--- src/rtl/cga_mac_segpt_bank.sv ---
// Segment / page-table control bank: one PCR per interrupt level, segment
// register with zero flag, XPT/PEX/VEX, and a sequenced clear-all engine.
module cga_mac_segpt_bank #(
  parameter int unsigned LEVELS = 16,
  parameter int unsigned SEG_W  = 8
) (
  input  logic             MCLK,
  input  logic             RESETN,
  input  logic [15:0]      FIDBO_15_0,
  input  logic             LLDPCR,
  input  logic             LLDSEG,
  input  logic             LLDEXM,
  input  logic             EXMN,
  input  logic [3:0]       PIL,
  input  logic             CLRALL,
  output logic [15:0]      PCR_15_7_2_0,
  output logic [3:0]       PCR_14_13_10_9_N,
  output logic [SEG_W-1:0] SEG_7_0,
  output logic             SEGZN,
  output logic [1:0]       XPT_1_0,
  output logic             PEX,
  output logic             VEX,
  output logic             BUSY
);

  localparam int unsigned LVL_W = $clog2(LEVELS);
  localparam int unsigned ENT_W = 12;

  typedef enum logic {ST_IDLE, ST_CLEAR} state_e;

  state_e             state_q, state_d;
  logic [LVL_W-1:0]   cidx_q, cidx_d;
  logic               busy_q, busy_d;
  logic [ENT_W-1:0]   pcr_q [LEVELS];
  logic [ENT_W-1:0]   pcr_d [LEVELS];
  logic [ENT_W-1:0]   out_q, out_d;
  logic [SEG_W-1:0]   seg_q, seg_d;
  logic               segzn_q, segzn_d;
  logic [1:0]         xpt_q, xpt_d;
  logic               pex_q, pex_d;
  logic               vex_q, vex_d;

  logic [3:0]         widx;
  logic               wr_ok;
  logic               clr_act;
  logic [ENT_W-1:0]   wdata;

  assign widx  = FIDBO_15_0[6:3];
  assign wdata = {FIDBO_15_0[15:7], FIDBO_15_0[2:0]};

  // Next-state: FSM, PCR bank updates, output select with write/clear bypass
  always_comb begin
    state_d = state_q;
    cidx_d  = cidx_q;
    busy_d  = busy_q;
    pcr_d   = pcr_q;
    out_d   = '0;
    seg_d   = seg_q;
    xpt_d   = xpt_q;
    pex_d   = pex_q;
    vex_d   = vex_q;
    wr_ok   = 1'b0;
    clr_act = 1'b0;

    case (state_q)
      ST_IDLE: begin
        if (CLRALL) begin
          state_d = ST_CLEAR;
          cidx_d  = '0;
          busy_d  = 1'b1;
        end else begin
          // Index bits above the bank size must be zero, otherwise the write is dropped
          wr_ok = LLDPCR && (32'(widx) < LEVELS);
        end
      end
      ST_CLEAR: begin
        clr_act = 1'b1;
        cidx_d  = cidx_q + LVL_W'(1);
        if (cidx_q == LVL_W'(LEVELS - 1)) begin
          state_d = ST_IDLE;
          busy_d  = 1'b0;
        end
      end
      default: state_d = ST_IDLE;
    endcase

    for (int unsigned i = 0; i < LEVELS; i++) begin
      if (wr_ok && (widx == 4'(i))) pcr_d[i] = wdata;
      if (clr_act && (cidx_q == LVL_W'(i))) pcr_d[i] = '0;
    end

    for (int unsigned i = 0; i < LEVELS; i++) begin
      if (PIL == 4'(i)) out_d = pcr_d[i];
    end

    if (LLDSEG) seg_d = FIDBO_15_0[SEG_W-1:0];
    segzn_d = |seg_d;

    if (LLDEXM) begin
      xpt_d = FIDBO_15_0[1:0];
      pex_d = FIDBO_15_0[2];
      vex_d = ~EXMN;
    end
  end

  // All state advances on the falling edge of MCLK
  always_ff @(negedge MCLK or negedge RESETN) begin
    if (!RESETN) begin
      state_q <= ST_IDLE;
      cidx_q  <= '0;
      busy_q  <= 1'b0;
      for (int unsigned i = 0; i < LEVELS; i++) pcr_q[i] <= '0;
      out_q   <= '0;
      seg_q   <= '0;
      segzn_q <= 1'b0;
      xpt_q   <= '0;
      pex_q   <= 1'b0;
      vex_q   <= 1'b0;
    end else begin
      state_q <= state_d;
      cidx_q  <= cidx_d;
      busy_q  <= busy_d;
      pcr_q   <= pcr_d;
      out_q   <= out_d;
      seg_q   <= seg_d;
      segzn_q <= segzn_d;
      xpt_q   <= xpt_d;
      pex_q   <= pex_d;
      vex_q   <= vex_d;
    end
  end

  assign PCR_15_7_2_0     = {out_q[11:3], 4'b0000, out_q[2:0]};
  assign PCR_14_13_10_9_N = ~{out_q[10], out_q[9], out_q[6], out_q[5]};
  assign SEG_7_0          = seg_q;
  assign SEGZN            = segzn_q;
  assign XPT_1_0          = xpt_q;
  assign PEX              = pex_q;
  assign VEX              = vex_q;
  assign BUSY             = busy_q;

endmodule

--- config.mk ---
export PLATFORM = sky130hd
export DESIGN_NAME = cga_mac_segpt_bank
export DESIGN_NICKNAME = d
export VERILOG_FILES = /design/src/rtl/cga_mac_segpt_bank.sv
export SDC_FILE = /design/constraint.sdc
export NUM_CORES = 1
export LEC_CHECK = 0
export CAP_MARGIN = 10
export CORE_UTILIZATION = 50
export DETAILED_ROUTE_END_ITERATION = 8
export PLACE_DENSITY = 0.68
export SLEW_MARGIN = 20
export SYNTH_ARGS = -nofsm -noshare
export SYNTH_HDL_FRONTEND = slang
export SYNTH_SLANG_ARGS = --single-unit
--- constraint.sdc ---
create_clock -name MCLK -period 7.2 [get_ports MCLK]
set_input_delay 1.44 -clock MCLK [delete_from_list [all_inputs] [get_ports MCLK]]
set_output_delay 1.44 -clock MCLK [all_outputs]
set_load 0.03 [all_outputs]
=== Word-level counts from Yosys, hierarchy flattened ===
Cells that the tools add are included.

* Register bits: 223
* Input port bits: 27
* Word-level logic and storage cells: 173

* $add $sub $neg: 1
* Equal/unequal tests: 47
* Muxes and demuxes: 60
* Bitwise logic cells: 3
* Reduce and logical (&&, ||, !) cells: 37

{| class="wikitable"
|+ Operators by type and width
! kind !! count
|-
| 12-bit two-way mux || 48
|-
| 4-bit == test (second input constant) || 24
|-
| 4-bit by 3-bit == test with 1-bit output (second input constant) || 12
|-
| 1-bit logical AND || 32
|-
| 4-bit by 2-bit == test with 1-bit output (second input constant) || 6
|-
| 4-bit by 1-bit == test with 1-bit output (second input constant) || 3
|-
| 4-bit zero test || 3
|-
| 8-bit two-way mux || 1
|-
| 4-bit case mux with 2 select lines || 1
|-
| 8-bit OR reduction || 1
|-
| 1-bit two-way mux || 7
|-
| 4-bit by 1-bit adder with 4-bit output (second input constant) || 1
|-
| 4-bit two-way mux || 1
|-
| 4-bit inverter || 1
|-
| 1-bit case mux with 2 select lines || 2
|-
| 2-bit by 1-bit != test with 1-bit output (second input constant) || 1
|-
| 2-bit != test (second input constant) || 1
|-
| 1-bit inverter || 2
|-
| 2-bit AND reduction || 1
|}

=== Longest topological paths before layout ===
* Depth in word-level cells: 21
* Gate-level depth with buffers: 11
* Gate-level depth less buffers: 9

==> results.txt <==
The flow ran to the end, but the final reports show violations. The checks that failed: negative setup slack. The worst hold path terminates at pcr_q[105].

The number of global-route vias before repair came to 9831. Routability-driven placement finished with a final weighted congestion of 0.987. The largest stage delay on the critical path is 0.47 ns. For this run, design rule violations remaining after detail routing come to 0.

The number of buffers inserted during clock tree synthesis is 26. The category of the worst setup path capture point is a flop. The number of diodes is 0. The reported leakage power is 7.24 nW. The max-capacitance violation count came out at 0.

The overall fraction of global-route tracks in use is 0.343. The worst hold path cell count is 2. The effective utilization at floorplan is 0.514. The maximum buffer depth of the clock tree came out at 3. The required time of the critical path came out at 3.98 ns. The cell occurring most often along the worst timing path is sky130_fd_sc_hd__buf_4.

The worst setup path is of the input port to flop kind. Entering global routing, the biggest net connects 68 pins. The synthesis-to-finish area growth is 35.3%. Setup repair after global routing could not meet its margin everywhere. The floorplan row count is 53. The core region is 21200 um2. The internal power consumption came out at 2.58 mW. The mean routed wirelength per cell came out at 21.9 um. The first-pass GRT wire length is 57500 um.

The number of warning messages in the yosys log came out at 0. The total overflow left after global routing is 0. The largest fanout of any net on the critical path came out at 8.

The number of nets still failing antenna checks after routing came out at 0. The tree is rooted in a sky130_fd_sc_hd__clkbuf_16. The final worst slack is -0.0289 ns. The final-report max-slew violation count is 0.

The cell with the largest stage delay on the worst path is sky130_fd_sc_hd__clkdlybuf4s50_1. In this run, the number of DRC markers left after iteration 0 of detailed routing was 933. The final core utilization came out at 0.696.

The final worst clock skew is 0.00559 ns. For this run, the leading register cell type out of synthesis is sky130_fd_sc_hd__dfrtn_1. The combinational power share is 0.223. Using the TritonRoute via totals, the vias-per-cell ratio works out to 5.97. The register clock-pin slew on the reported worst setup and hold paths came out at 0.05 ns.

The routed via count is 10402. Dividing the synthesized area by the synthesized cell count gives 9.20 um2. The worst-case setup slack after placement is -0.695 ns. The switching component of the power came out at 1.12 mW.

Traced cell by cell, the critical path runs through clkdlybuf4s50_1, buf_6, nor4b_4, nand2_1, buf_4, buf_4, mux2i_2, o22ai_1, nor4_1, a21oi_1, a211o_1. The hold violation count in the final report is 0. The count of boundary I/O pins came out at 61. Of all flip-flops after synthesis, the portion carrying an async set or reset was 1.00. In this run the critical register-to-register path is captured at out_q[11]. The fill cell total of the finished layout is 1648. The worst hold path begins at pcr_q[105].

The worst slew slack as a fraction of its limit came out at 0.186. The unique cell type count in the Yosys netlist came out at 70. The critical path arrival is 4.01 ns. Of the total power, registers draw 0.403. Setup violations remaining at the end of the flow were counted as 1. The clock share of power came out at 0.374. The full die area is 22400 um2.

Clock latency on the worst-skew pair, taken at its later pin, is 0.53 ns. The number of hold buffers added after cts came out at 0. Of the cells placed in the final design, the portion with a size suffix greater than 1 is 0.267. The post-synthesis instance total is 1186. The wire length reported by the detailed router is 38200 um. The post-synthesis instance area came out at 10900 um2. TritonCTS built the clock tree.

The number of cells on the worst reg-to-reg path is 6. The library cells used most frequently in the layout, excluding fill and tap cells, are 253 x sky130_fd_sc_hd__buf_4, 230 x sky130_fd_sc_hd__nand2_1, 223 x sky130_fd_sc_hd__dfrtn_1. The worst IR drop on VDD is 0.217 mV. The height of the chip came out at 150 um. The synthesized design contains 223 register bits. The worst setup path is launched from an input port. The placed wire-length estimate after detailed placement is 27300 um. The count of buffers added on input and output ports is 56. The layout net count is 1481. Of the total power, the share spent switching nets is 0.304. The number of enable flip-flop cells after synthesis is 0. The sequential share of the synthesized area came out at 0.511.

The total number of clock tree sinks is 223. The transition time at the pin with the least slew margin came out at 1.22 ns. Before antenna repair, the detailed router went through 6 iterations. The worst register-to-register path begins at state_q. Leaving out fill and tap cells, the most frequent cell in the layout is sky130_fd_sc_hd__buf_4.

CTS built an H-tree with a depth of 1. For this design the ratio of total power to cell area is 251 nW/um2. The number of antenna violations at the first check in global routing came out at 1.

The horizontal extent of the die is 150 um. The min-delay analysis places its worst path in the category flop to flop. The total power is 3.70 mW.

Across all register-to-register paths, the minimum setup slack is 3.60 ns.
## stage by stage
step           cells  setup TNS, ns  instance area (um2)  hold WS, ns
3_5_place_dp    1691          -7.28                13500        0.443
5_1_grt         1742        -0.0636                14800        0.474
3_3_place_gp    1691          -6.05                13500        0.435
4_1_cts         1737              0                14500        0.447
2_1_floorplan   1189              0                10900        0.422
6_report        1742        -0.0289                14800        0.450
## area by class of cell
cell class,count,area [um2],share of cell area
flip-flops and latches,223,5580,0.378
multi-input cells,861,5130,0.347
repair buffers,326,2770,0.188
clock buffers,38,787,0.0533
well taps,275,344,0.0233
clock inverters,7,110,0.00746
inverters,12,45.0,0.00305
## registers in the layout (all words and copies together) (netlist names)
name / cells
cidx_q: 4
state_q: 1
SEGZN: 1
out_q: 12
SEG_7_0: 8
PEX: 1
XPT_1_0: 2
pcr_q: 192
VEX: 1
BUSY: 1
## power by group through the flow
stage          Clock (mW)  Sequential (mW)  Combinational, mW
6_report             1.38             1.49              0.825
5_1_grt              1.44             1.50              0.883
4_1_cts              1.39             1.49              0.798
3_5_place_dp            0             1.51              0.789
3_3_place_gp            0             1.50              0.778
2_1_floorplan           0             1.49              0.421
## critical path: cells and delay by family
family                 cells  cell delay, ns
AOI/OAI and AO/OA          3            0.63
and+or+nand+nor            3            0.72
buffers and inverters      4            0.99
muxes                      1            0.22
## metal layers
| metal | track usage | routed length, um |
|---|---|---|
| met5 | 0 | 13 |
| met4 | 0.118 | 1240 |
| met3 | 0.0628 | 3600 |
| met2 | 0.521 | 17000 |
| met1 | 0.493 | 16300 |
## cells in the mapped netlist, types with 3 or more instances
cell type / n / share of area
sky130_fd_sc_hd__nor2_1: 124 / 0.043
sky130_fd_sc_hd__a211o_1: 4 / 0.0032
sky130_fd_sc_hd__nand4bb_1: 3 / 0.0031
sky130_fd_sc_hd__a22oi_1: 14 / 0.0096
sky130_fd_sc_hd__inv_1: 12 / 0.0041
sky130_fd_sc_hd__a21oi_1: 124 / 0.057
sky130_fd_sc_hd__o32a_1: 3 / 0.0028
sky130_fd_sc_hd__nand2b_1: 7 / 0.0040
sky130_fd_sc_hd__ha_1: 4 / 0.0046
sky130_fd_sc_hd__nand4b_1: 3 / 0.0024
sky130_fd_sc_hd__buf_1: 3 / 0.0010
sky130_fd_sc_hd__nand3b_1: 3 / 0.0021
sky130_fd_sc_hd__o21ai_0: 36 / 0.017
sky130_fd_sc_hd__nor2b_1: 4 / 0.0023
sky130_fd_sc_hd__clkbuf_1: 62 / 0.021
sky130_fd_sc_hd__o31ai_1: 6 / 0.0041
sky130_fd_sc_hd__a221oi_1: 6 / 0.0048
sky130_fd_sc_hd__nand3_1: 53 / 0.024
sky130_fd_sc_hd__nor3b_1: 3 / 0.0021
sky130_fd_sc_hd__nor4_1: 8 / 0.0046
sky130_fd_sc_hd__or2_2: 4 / 0.0023
sky130_fd_sc_hd__a211oi_1: 10 / 0.0069
sky130_fd_sc_hd__mux2i_1: 79 / 0.072
sky130_fd_sc_hd__mux2_2: 12 / 0.012
sky130_fd_sc_hd__o22ai_1: 34 / 0.019
sky130_fd_sc_hd__a21o_1: 3 / 0.0021
sky130_fd_sc_hd__buf_4: 9 / 0.0062
sky130_fd_sc_hd__and4bb_2: 3 / 0.0034
sky130_fd_sc_hd__buf_2: 16 / 0.0073
sky130_fd_sc_hd__nand4_1: 3 / 0.0017
sky130_fd_sc_hd__nand2_1: 238 / 0.082
sky130_fd_sc_hd__dfrtn_1: 223 / 0.51
sky130_fd_sc_hd__nor3_1: 11 / 0.0050
sky130_fd_sc_hd__or3_1: 10 / 0.0057
## timing repair
item	CTS	global route
gates resized for setup	11	56
endpoints found under the setup margin	8	12
buffers inserted	1	5
pin swaps	1	11
## cell families (layout without fill, tap and decap cells)
logic type / after synthesis / in the layout / share of synthesized area
and+or+nand+nor: 497 / 497 / 0.207
AOI/OAI and AO/OA: 261 / 261 / 0.144
DFF: 223 / 223 / 0.511
buffers and inverters: 105 / 383 / 0.0435
muxes: 92 / 92 / 0.0869
adders and majority gates: 4 / 4 / 0.00459
xor gates and xnor gates: 3 / 3 / 0.00241
other: 1 / 4 / 0.000344
## worst max path at each step
stage                  start   endpoint  slack, ns
2_1_floorplan         CLRALL  out_q[11]       0.05
3_3_place_gp   FIDBO_15_0[6]   out_q[0]      -0.61
3_5_place_dp   FIDBO_15_0[6]   out_q[0]      -0.70
4_1_cts        FIDBO_15_0[5]   out_q[7]     0.0005
5_1_grt        FIDBO_15_0[3]   out_q[6]      -0.05
6_report       FIDBO_15_0[3]  out_q[10]      -0.03
No activity file was read; power rests on OpenSTA's default activity.
